===== src/rtl/serial_adder.sv =====
// Bit-serial WIDTH-bit adder: one full_adder processes one bit per clock, LSB first.
// The result {Cout,S} is registered at completion and qualified by a one-cycle Done strobe.

module full_adder (
   input  logic a,
   input  logic b,
   input  logic cin,
   output logic sum,
   output logic cout
);
   assign sum  = a ^ b ^ cin;
   assign cout = (a & b) | (cin & (a ^ b));
endmodule

module serial_adder #(
   parameter int unsigned WIDTH = 8
) (
   input  logic             Clk,
   input  logic             Rst,
   input  logic             Start,
   input  logic [WIDTH-1:0] A,
   input  logic [WIDTH-1:0] B,
   input  logic             Cin,
   output logic [WIDTH-1:0] S,
   output logic             Cout,
   output logic             Busy,
   output logic             Done
);
   localparam int unsigned CW = $clog2(WIDTH) + 1;

   typedef enum logic [1:0] {
      ST_IDLE = 2'd0,
      ST_ADD  = 2'd1,
      ST_DONE = 2'd2
   } state_t;

   state_t           state;
   state_t           next_state;
   logic             load;
   logic             last;
   logic [WIDTH-1:0] reg_a;
   logic [WIDTH-1:0] reg_b;
   logic [WIDTH-1:0] sum_reg;
   logic [WIDTH-1:0] sum_next;
   logic             carry;
   logic [CW-1:0]    count;
   logic             fa_sum;
   logic             fa_cout;

   full_adder u_fa (
      .a    (reg_a[0]),
      .b    (reg_b[0]),
      .cin  (carry),
      .sum  (fa_sum),
      .cout (fa_cout)
   );

   assign sum_next = {fa_sum, sum_reg[WIDTH-1:1]};

   // State register
   always_ff @(posedge Clk) begin
      if (Rst) state <= ST_IDLE;
      else     state <= next_state;
   end

   // Next-state and control decode
   always_comb begin
      next_state = state;
      load       = 1'b0;
      last       = 1'b0;
      case (state)
         ST_IDLE: begin
            if (Start) begin
               load       = 1'b1;
               next_state = ST_ADD;
            end
         end
         ST_ADD: begin
            if (count == CW'(WIDTH - 1)) begin
               last       = 1'b1;
               next_state = ST_DONE;
            end
         end
         ST_DONE: begin
            if (Start) begin
               load       = 1'b1;
               next_state = ST_ADD;
            end else begin
               next_state = ST_IDLE;
            end
         end
         default: next_state = ST_IDLE;
      endcase
   end

   // Datapath, result and status registers
   always_ff @(posedge Clk) begin
      if (Rst) begin
         reg_a   <= '0;
         reg_b   <= '0;
         sum_reg <= '0;
         carry   <= 1'b0;
         count   <= '0;
         S       <= '0;
         Cout    <= 1'b0;
         Busy    <= 1'b0;
         Done    <= 1'b0;
      end else begin
         Busy <= (next_state == ST_ADD);
         Done <= (next_state == ST_DONE);
         if (load) begin
            reg_a <= A;
            reg_b <= B;
            carry <= Cin;
            count <= '0;
         end else if (state == ST_ADD) begin
            reg_a   <= {1'b0, reg_a[WIDTH-1:1]};
            reg_b   <= {1'b0, reg_b[WIDTH-1:1]};
            sum_reg <= sum_next;
            carry   <= fa_cout;
            count   <= count + CW'(1);
         end
         // Final bit edge: publish the completed sum including this edge's bit
         if (last) begin
            S    <= sum_next;
            Cout <= fa_cout;
         end
      end
   end
endmodule

===== config.mk =====
export PLATFORM = sky130hd
export DESIGN_NAME = serial_adder
export DESIGN_NICKNAME = d
export VERILOG_FILES = /design/src/rtl/serial_adder.sv
export SDC_FILE = /design/constraint.sdc
export NUM_CORES = 1
export LEC_CHECK = 0
export BUFFER_PORTS_ARGS = -buffer_cell sky130_fd_sc_hd__buf_4
export CAP_MARGIN = 10
export CORE_ASPECT_RATIO = 0.5
export CORE_UTILIZATION = 45
export CTS_CLUSTER_DIAMETER = 50
export DETAILED_ROUTE_END_ITERATION = 8
export PLACE_DENSITY = 0.69
export SYNTH_ARGS = -nofsm -noshare
export SYNTH_HDL_FRONTEND = slang
export SYNTH_SLANG_ARGS = --single-unit
export TNS_END_PERCENT = 5

===== constraint.sdc =====
create_clock -name Clk -period 1.2 [get_ports Clk]
set_input_delay 0.12 -clock Clk [delete_from_list [all_inputs] [get_ports Clk]]
set_output_delay 0.12 -clock Clk [all_outputs]
set_load 0.03 [all_outputs]

# After elaboration in Yosys (flattened, before gate mapping)
# Cells that the tools add are included.
dict set report op_classes {
  n_mux 14
  n_addsub 1
  bitwise 6
  n_reduce_logical 5
  eq_ne 5
}
# op n
set ops {}
lappend ops {{$mux 8} 4}
lappend ops {{$mux 1} 7}
lappend ops {{$pmux 2 s3} 1}
lappend ops {{$add 4x1->4 const B} 1}
lappend ops {{$eq 2x1->1 const B} 2}
lappend ops {{$eq 2x2->1 const B} 2}
lappend ops {{$eq 4x3->1 const B} 1}
lappend ops {{$mux 2} 2}
lappend ops {{$reduce_or 2->1} 2}
lappend ops {{$and 1x1->1} 2}
lappend ops {{$logic_not 2->1} 1}
lappend ops {{$reduce_and 2->1} 1}
lappend ops {{$reduce_bool 2->1} 1}
lappend ops {{$xor 1x1->1} 2}
lappend ops {{$not 1->1} 1}
lappend ops {{$or 1x1->1} 1}
dict set report totals {
  output_inout_bits 11
  regBits 42
  word_cells 41
}

# Depth between registers and ports, before layout
# Gate-level depths: netlist of the first run.
dict set report depth {
  depth_word 5
  depth_mapped 5
}

# By module
# A second synthesis of the first run with hierarchy kept.
dict set report hier_totals {
  cells_unflattened 185
  hier_area_um2 1674.1
}
# module area_per_inst_um2 cells_per_inst n_inst seq_area_each_um2
set modules_own_cells {}
lappend modules_own_cells {serial_adder 1654.1 184 1 820.8}
lappend modules_own_cells {full_adder 20.0 1 1 0.0}

# Worst setup path after synthesis of the first run
# Ideal clock, no wire load.
dict set report synth_path {
  path_type {register -> register}
  start {reg count[0]}
  end {reg Cout}
  slack_ps -9
  path_stages_with_launch 5
  arrival_time_ps 1137
  path_buffers 0
  synth_period_minus_slack_ps 1209
  path_cell_list {dfxtp_1 -> ha_1 -> nand3b_1 -> nor2_4 -> mux2i_1}
}
dict set report synth_via {
  elab_chain_len 3
}
# item line_no
set synth_lines {}
lappend synth_lines {{start: declaration} 46} ;# logic [CW-1:0] count;
lappend synth_lines {{start signal: assignment} 121} ;# count <= count + CW'(1);
lappend synth_lines {{$eq 4x3->1} 79} ;# if (count == CW'(WIDTH - 1)) begin
lappend synth_lines {{$mux 1} 79}
lappend synth_lines {{$mux 1} 71} ;# case (state)
lappend synth_lines {{end signal: assignment} 126} ;# Cout <= fa_cout;
lappend synth_lines {{end: declaration} 25} ;# output logic Cout,
# No other way between the ends.
# A chain may end at the register's enable or synchronous reset.

# Final worst setup path of the first run
dict set report layout_path {
  start {reg count[1]}
  end {reg S[4]}
}
dict set report layout_via {
  elab_chain_len 3
}
# item line_no
set layout_lines {}
lappend layout_lines {{$eq 4x3->1} 79}
lappend layout_lines {{$mux 1} 79}
lappend layout_lines {{$mux 1} 71}
lappend layout_lines {{end signal: assignment} 125} ;# S <= sum_next;
lappend layout_lines {{end: declaration} 24} ;# output logic [WIDTH-1:0] S,
# No other way between the ends.

==> results of run 1 <==
==> how the worst min path moves through the flow <==
stage	start	endpoint	slack, ns	cells after the start
global route	A[7]	reg_a[7]$_SDFFE_PP0P_	0.11	3
finish	A[7]	reg_a[7]$_SDFFE_PP0P_	0.09	3
floorplan	A[7]	reg_a[7]$_SDFFE_PP0P_	0.26	2
global placement	A[7]	reg_a[7]$_SDFFE_PP0P_	0.39	3
detailed placement	A[7]	reg_a[7]$_SDFFE_PP0P_	0.40	3
CTS	A[7]	reg_a[7]$_SDFFE_PP0P_	0.09	3
==> synth_stat cells (all sizes together) <==
cell    number
and2b        1
xor2         1
a21oi       12
o22ai        6
nor2b        1
or3          1
nor3        18
nand3        5
a211oi       1
mux2i       11
o21ai        1
clkbuf       7
nor2         9
ha           1
nand2b      20
nand3b       2
buf          8
dfxtp       41
nand2       27
xnor2        1
a311oi       6
a22oi        3
fa           1
==> cells by family after synthesis <==
group / Yosys count
adders and majority gates: 2
AOI/OAI and AO/OA: 29
and+or+nand+nor: 84
xor gates and xnor gates: 2
buffers and inverters: 15
muxes: 11
DFF: 41
==> power by group through the flow <==
stage | Combinational (mW) | Sequential, mW | Clock [mW]
final | 0.369 | 1.47 | 1.14
after CTS | 0.355 | 1.46 | 1.16
after detailed placement | 0.348 | 1.50 | 0
after global placement | 0.342 | 1.49 | 0
after floorplan | 0.217 | 1.49 | 0
after global routing | 0.401 | 1.47 | 1.23
==> metal layers <==
metal / track usage (%) / up-vias / wire (um)
met1: 22.3 / 632 / 1610
met4: 5.90 / 0 / 34
met3: 5.48 / 4 / 115
li1: - / 698 / -
met5: 0 / - / 0
met2: 30.9 / 24 / 1600
==> through the flow <==
step | setup TNS (ns) | std cells | worst slack, ns | cell area, um2 | hold WS, ns
final | 0 | 270 | 0.0410 | 2190 | 0.0915
after global routing | -0.138 | 270 | -0.0453 | 2190 | 0.111
after CTS | -0.00667 | 270 | -0.00589 | 2150 | 0.0895
after detailed placement | -0.0263 | 262 | -0.0237 | 2020 | 0.400
after global placement | 0 | 262 | 0.0242 | 2020 | 0.388
after floorplan | 0 | 184 | 0.0129 | 1680 | 0.256
==> cell type report <==
cell class | instances | area [um2] | share of cell area, %
flip-flops and latches | 41 | 833 | 38.0
clock inverters | 1 | 30.0 | 1.37
repair buffers | 42 | 360 | 16.4
multi-input cells | 128 | 818 | 37.3
well taps | 51 | 63.8 | 2.91
clock buffers | 7 | 86.3 | 3.94
==> repair_timing <==
| item | CTS | global route |
|---|---|---|
| resized for setup | 2 | 12 |
| pin swaps | 0 | 1 |
| endpoints found under the setup margin | 8 | 31 |
==> critical path, delay by kind of cell (launching register included) <==
kind / cells / cell delay [ns]
DFF: 1 / 0.37
muxes: 1 / 0.18
buffers and inverters: 1 / 0.14
adders and majority gates: 1 / 0.13
and+or+nand+nor: 2 / 0.27
==> metrics.txt, run 1 <==
# TYPE chip_impl_metric gauge
chip_impl_info{name="setup.worst_path.start_class",value="flop"} 1
chip_impl_metric{name="cellLeakagePower",unit="nW"} 0.803
chip_impl_metric{name="worst-endpoint-required",unit="ns"} 1.42
chip_impl_metric{name="detailedRoute.firstPassIterationCount",unit=""} 4
chip_impl_metric{name="cp_max_fo",unit=""} 9
chip_impl_metric{name="seqPwrFrac",unit="%"} 49.3
chip_impl_metric{name="timing.final.max_slew_violations",unit=""} 0
chip_impl_metric{name="final_core_util",unit="%"} 62.8
chip_impl_metric{name="max_clock_freq",unit="GHz"} 0.863
chip_impl_metric{name="synthSimpleGateAreaFrac",unit="%"} 25.1
chip_impl_info{name="cts_tree",value="built"} 1
chip_impl_info{name="run_status",value="completed"} 1
chip_impl_metric{name="layout.nets",unit=""} 240
chip_impl_metric{name="maximum_clock_skew_at_final_layout",unit="ns"} 0.0102
chip_impl_metric{name="synth-seq-area-share",unit="%"} 49.3
chip_impl_metric{name="power.share.combinational",unit="%"} 12.4
chip_impl_metric{name="yosys_register_bits",unit=""} 41
chip_impl_info{name="hold_class",value="input port to flop"} 1
chip_impl_metric{name="routed_antenna_nets",unit=""} 0
chip_impl_metric{name="rows",unit=""} 15
chip_impl_metric{name="powerDensity",unit="mW/mm2"} 1350
chip_impl_metric{name="period_share",unit="%"} 96.6
chip_impl_metric{name="diodes",unit=""} 0
chip_impl_metric{name="cap_viol_max_count",unit=""} 0
chip_impl_metric{name="post_cts_setup_bufs",unit=""} 0
chip_impl_info{name="timing.critical_path.cells",value="ha_4 -> nand3b_1 -> nor2_4 -> buf_12 -> mux2i_1"} 1
chip_impl_info{name="kind_of_capture_point_of_the_worst_setup_path",value="flop"} 1
chip_impl_metric{name="fraction_of_synthesized_cell_area_in_xor_and_xnor_cells",unit="%"} 1.05
chip_impl_metric{name="wl",unit="mm"} 3.36
chip_impl_info{name="critical_path.slowest_cell",value="dfxtp_4"} 1
chip_impl_metric{name="worstMarginPinSlew",unit="ns"} 0.451
chip_impl_metric{name="grt_first_pass_wirelength",unit="mm"} 5.33
chip_impl_metric{name="grt-ovfl-total",unit=""} 0
chip_impl_metric{name="power.total",unit="mW"} 2.97
chip_impl_metric{name="synth-adder-area-share",unit="%"} 1.95
chip_impl_metric{name="timing.final.hold_violations",unit=""} 0
chip_impl_metric{name="syn-instance-count",unit=""} 184
chip_impl_metric{name="hold_buffers",unit=""} 0
chip_impl_info{name="timing.critical_path.from",value="count[1]$_SDFFE_PP0P_"} 1
chip_impl_metric{name="fillCellCount",unit=""} 307
chip_impl_metric{name="die_h",unit="um"} 45
chip_impl_metric{name="power.share.clock",unit="%"} 38.3
chip_impl_metric{name="dr.first_iter.drc_count",unit=""} 35
chip_impl_metric{name="clock-sinks",unit=""} 41
chip_impl_metric{name="drt_drc_violations_left",unit=""} 0
chip_impl_metric{name="report.final.setup_viol",unit=""} 0
chip_impl_info{name="regToRegEndpoint",value="S[4]$_SDFFE_PP0P_"} 1
chip_impl_info{name="main_combinational_cell_family_by_area_after_synthesis",value="simple AND/OR/NAND/NOR gates"} 1
chip_impl_metric{name="grtUsageTotal",unit="%"} 18.0
chip_impl_metric{name="worst_ep_arrival_time",unit="ns"} 1.38
chip_impl_metric{name="timing.reg2reg.worst_path_depth",unit=""} 5
chip_impl_metric{name="largest_net_degree_at_the_start_of_global_routing",unit=""} 51
chip_impl_metric{name="crit_path_max_incr_delay",unit="ns"} 0.37
chip_impl_metric{name="fin_crit",unit="ns"} 1.16
chip_impl_info{name="critical_register_to_register_path_startpoint",value="count[1]$_SDFFE_PP0P_"} 1
chip_impl_metric{name="layout-drive-gt1-share",unit="%"} 28.8
chip_impl_metric{name="switching_share_of_total_power",unit="%"} 23.0
chip_impl_metric{name="avgSynthCellArea",unit="um2"} 9.04
chip_impl_info{name="top_regs",value="S: 8 flops, reg_a: 8 flops, reg_b: 8 flops"} 1
chip_impl_info{name="synth_area_leader_cell",value="dfxtp_1"} 1
chip_impl_metric{name="synthesis.yosys.warnings",unit=""} 0
chip_impl_metric{name="post_synth_mux_area_share",unit="%"} 6.62
chip_impl_metric{name="synthesized_area_fraction_occupied_by_ao_oa_aoi_and_oai_cells",unit="%"} 11.4
chip_impl_info{name="timing_worst_setup_path_type",value="flop to flop"} 1
chip_impl_info{name="rsz_0062_raised_after_global_routing",value="true"} 1
chip_impl_metric{name="initial_core_utilization",unit="%"} 47.7
chip_impl_metric{name="cts_inserted_buffers",unit=""} 5
chip_impl_metric{name="timing.max_slew.rel_slack",unit="%"} 69.9
chip_impl_metric{name="ctsHtreeMaxLevel",unit=""} 2
chip_impl_metric{name="fp.dieW",unit="um"} 88
chip_impl_info{name="clockRootBuffer",value="clkbuf_8"} 1
chip_impl_metric{name="layout_area_growth_over_synthesis",unit="%"} 31.7
chip_impl_info{name="yosys-top-cells-area",value="dfxtp_1, nand2b_1, mux2i_1"} 1
chip_impl_metric{name="ys_types",unit=""} 26
chip_impl_info{name="worst_setup_path_endpoint",value="S[4]$_SDFFE_PP0P_"} 1
chip_impl_metric{name="design.core.area",unit="mm2"} 0.00349
chip_impl_metric{name="cts.reportedPaths.clkPinSlew",unit="ns"} 0.07
chip_impl_metric{name="num_vias",unit=""} 1358
chip_impl_metric{name="routedWlPerCell",unit="um"} 12.4
chip_impl_metric{name="grt_pass1_vias",unit=""} 1185
chip_impl_metric{name="die_area",unit="mm2"} 0.00396
chip_impl_metric{name="p_switching",unit="uW"} 684
chip_impl_metric{name="io_buffers",unit=""} 30
chip_impl_metric{name="max-clock-path-buffers",unit=""} 2
chip_impl_metric{name="netlist.area_leader.share",unit="%"} 49.3
chip_impl_info{name="final_cell_mix",value="dfxtp_1, buf_4, nand2_1"} 1
chip_impl_metric{name="viasPerCell",unit=""} 5.03
chip_impl_metric{name="worst_skew_pair.late_latency",unit="ns"} 0.29
chip_impl_metric{name="vdd_ir_drop_max",unit="mV"} 0.596
chip_impl_metric{name="num_io_pins",unit=""} 31
chip_impl_metric{name="hpwl",unit="mm"} 2.22
chip_impl_metric{name="mappedNetlistNets",unit=""} 206
chip_impl_metric{name="number_of_antenna_violations_at_the_first_check_in_global_routing",unit=""} 0
chip_impl_metric{name="mappedNetlistArea",unit="mm2"} 0.00166
chip_impl_metric{name="routabilityCongestion",unit=""} 0.718
chip_impl_metric{name="internal_power",unit="mW"} 2.29
chip_impl_metric{name="timing.reg2reg.setup_slack",unit="ns"} 0.04
Power figures use the tool's default switching activity.
==> run 2: changes to the inputs <==
Settings changed: CTS_BUF_LIST set to sky130_fd_sc_hd__clkbuf_8.
==> run 2 against run 1 <==
Net effect:
- die area did not move
- highest routed layer unchanged
- core utilization did not move
- sequential share of layout area did not move
==> metrics.txt, run 2 (same netlist as run 1, synthesis figures left out) <==
# TYPE chip_impl_metric gauge
chip_impl_metric{name="die_h",unit="um"} 45
chip_impl_metric{name="period_share",unit="%"} 96.6
chip_impl_info{name="top_regs",value="S: 8 flops, reg_a: 8 flops, reg_b: 8 flops"} 1
chip_impl_metric{name="grtUsageTotal",unit="%"} 18.0
chip_impl_metric{name="routed_antenna_nets",unit=""} 0
chip_impl_metric{name="grt-ovfl-total",unit=""} 0
chip_impl_metric{name="seqPwrFrac",unit="%"} 49.5
chip_impl_metric{name="ctsHtreeMaxLevel",unit=""} 2
chip_impl_metric{name="largest_net_degree_at_the_start_of_global_routing",unit=""} 51
chip_impl_metric{name="cts_inserted_buffers",unit=""} 5
chip_impl_metric{name="viasPerCell",unit=""} 5.03
chip_impl_metric{name="routedWlPerCell",unit="um"} 12.4
chip_impl_info{name="timing_worst_setup_path_type",value="flop to flop"} 1
chip_impl_metric{name="timing.final.hold_violations",unit=""} 0
chip_impl_metric{name="min_delay_path_depth",unit=""} 3
chip_impl_info{name="setup.worst_path.start_class",value="flop"} 1
chip_impl_metric{name="rows",unit=""} 15
chip_impl_metric{name="maximum_clock_skew_at_final_layout",unit="ns"} 0.0104
chip_impl_info{name="regToRegEndpoint",value="S[4]$_SDFFE_PP0P_"} 1
chip_impl_metric{name="io_buffers",unit=""} 30
chip_impl_metric{name="num_io_pins",unit=""} 31
chip_impl_metric{name="worst_skew_pair.late_latency",unit="ns"} 0.29
chip_impl_metric{name="timing.max_slew.rel_slack",unit="%"} 70.0
chip_impl_metric{name="powerDensity",unit="mW/mm2"} 1350
chip_impl_metric{name="grt_first_pass_wirelength",unit="mm"} 5.33
chip_impl_metric{name="die_area",unit="mm2"} 0.00396
chip_impl_metric{name="max_clock_freq",unit="GHz"} 0.863
chip_impl_metric{name="switching_share_of_total_power",unit="%"} 23.1
chip_impl_metric{name="fillCellCount",unit=""} 307
chip_impl_metric{name="number_of_antenna_violations_at_the_first_check_in_global_routing",unit=""} 0
chip_impl_metric{name="grt_pass1_vias",unit=""} 1185
chip_impl_metric{name="routabilityCongestion",unit=""} 0.718
chip_impl_metric{name="drt_drc_violations_left",unit=""} 0
chip_impl_metric{name="report.final.setup_viol",unit=""} 0
chip_impl_metric{name="worst-endpoint-required",unit="ns"} 1.42
chip_impl_metric{name="layout.nets",unit=""} 240
chip_impl_info{name="critical_register_to_register_path_startpoint",value="count[1]$_SDFFE_PP0P_"} 1
chip_impl_metric{name="num_vias",unit=""} 1357
chip_impl_info{name="final_cell_mix",value="dfxtp_1, buf_4, nand2_1"} 1
chip_impl_metric{name="fp.dieW",unit="um"} 88
chip_impl_info{name="run_status",value="completed"} 1
chip_impl_metric{name="cellLeakagePower",unit="nW"} 0.807
chip_impl_metric{name="worst_ep_arrival_time",unit="ns"} 1.38
chip_impl_metric{name="max-clock-path-buffers",unit=""} 2
chip_impl_info{name="timing.hold.worst.start",value="A[7]"} 1
chip_impl_metric{name="detailedRoute.firstPassIterationCount",unit=""} 4
chip_impl_metric{name="worstMarginPinSlew",unit="ns"} 0.451
chip_impl_metric{name="layout_area_growth_over_synthesis",unit="%"} 31.7
chip_impl_info{name="hold_class",value="input port to flop"} 1
chip_impl_metric{name="wl",unit="mm"} 3.35
chip_impl_metric{name="setup-tns-final",unit="ns"} 0
chip_impl_metric{name="fin_crit",unit="ns"} 1.16
chip_impl_info{name="kind_of_capture_point_of_the_worst_setup_path",value="flop"} 1
chip_impl_metric{name="timing.final.max_slew_violations",unit=""} 0
chip_impl_metric{name="timing.reg2reg.worst_path_depth",unit=""} 5
chip_impl_metric{name="dr.first_iter.drc_count",unit=""} 35
chip_impl_metric{name="diodes",unit=""} 0
chip_impl_metric{name="vdd_ir_drop_max",unit="mV"} 0.596
chip_impl_info{name="cts_tree",value="built"} 1
chip_impl_metric{name="power.share.clock",unit="%"} 38.1
chip_impl_metric{name="p_switching",unit="uW"} 684
chip_impl_metric{name="timing.reg2reg.setup_slack",unit="ns"} 0.04
chip_impl_metric{name="cts.reportedPaths.clkPinSlew",unit="ns"} 0.07
chip_impl_metric{name="hpwl",unit="mm"} 2.22
chip_impl_metric{name="cp_max_fo",unit=""} 9
chip_impl_metric{name="power.share.combinational",unit="%"} 12.4
chip_impl_metric{name="cap_viol_max_count",unit=""} 0
chip_impl_metric{name="initial_core_utilization",unit="%"} 47.7
chip_impl_info{name="holdPathEnd",value="reg_a[7]$_SDFFE_PP0P_"} 1
chip_impl_info{name="rsz_0062_raised_after_global_routing",value="true"} 1
chip_impl_metric{name="power.total",unit="mW"} 2.96
chip_impl_metric{name="design.core.area",unit="mm2"} 0.00349
chip_impl_metric{name="clock-sinks",unit=""} 41
chip_impl_info{name="clockRootBuffer",value="clkbuf_8"} 1
chip_impl_metric{name="layout-drive-gt1-share",unit="%"} 28.8
chip_impl_metric{name="internal_power",unit="mW"} 2.28
-- run 2: cell types whose count changed in the layout (fill, tap and decap cells not counted) --
cell	delta
clkbuf_1	-1
inv_1	+1
-- run 2: worst max-delay path by stage --
stage	startpoint	to	slack, ns	cells after the start
floorplan	count[1]$_SDFFE_PP0P_	Cout$_SDFFE_PP0P_	0.01	4
global placement	state[0]$_SDFF_PP0_	count[1]$_SDFFE_PP0P_	0.02	4
detailed placement	state[0]$_SDFF_PP0_	reg_a[4]$_SDFFE_PP0P_	-0.02	4
CTS	count[1]$_SDFFE_PP0P_	S[4]$_SDFFE_PP0P_	-0.006	5
global route	count[1]$_SDFFE_PP0P_	S[1]$_SDFFE_PP0P_	-0.05	5
finish	count[1]$_SDFFE_PP0P_	S[4]$_SDFFE_PP0P_	0.04	5
-- run 2: cell type report --
type	count	area, um2	area share (%)
Sequential cell	41	833	38.0
Clock buffer	6	82.6	3.77
Clock inverter	2	33.8	1.54
Timing Repair Buffer	42	360	16.4
Tap cell	51	63.8	2.91
Multi-Input combinational cell	128	818	37.3
-- run 2: critical path, cell delays in order, from the launching register on --
cell and delay, ns:
dfxtp_4 0.37, ha_4 0.13, nand3b_1 0.13, nor2_4 0.14, buf_12 0.14, mux2i_1 0.18
-- run 2: stage by stage --
step                      setup slack (ns)  area [um2]  utilization, %  hold slack [ns]  instances
after floorplan                     0.0129        1680               -            0.256        184
after global placement              0.0242        2020            58.0            0.388        262
after detailed placement           -0.0237        2020            58.0            0.400        262
after CTS                         -0.00589        2150            61.5           0.0895        270
after global routing               -0.0453        2190            62.8            0.111        270
final                               0.0410        2190            62.8           0.0915        270
-- run 2: power by group through the flow --
stage / clock network, mW / registers [mW] / logic [mW]
after global routing: 1.22 / 1.47 / 0.401
after global placement: 0 / 1.49 / 0.342
after floorplan: 0 / 1.49 / 0.217
after CTS: 1.15 / 1.46 / 0.355
after detailed placement: 0 / 1.50 / 0.348
final: 1.13 / 1.47 / 0.368
-- run 2: layer usage --
layer	part of all wire (%)	track usage (%)	up-vias
li1	-	-	698
met1	48	22.3	631
met2	48	30.9	24
met3	3.5	5.48	4
met4	1.0	5.90	0
met5	0	0	-
-- run 2: what timing repair did --
item	4_1_cts	5_1_grt
pin swaps	0	1
setup endpoints to repair	8	31
buffers inserted	0	0
gates resized for setup	2	12
hold buffers	0	0
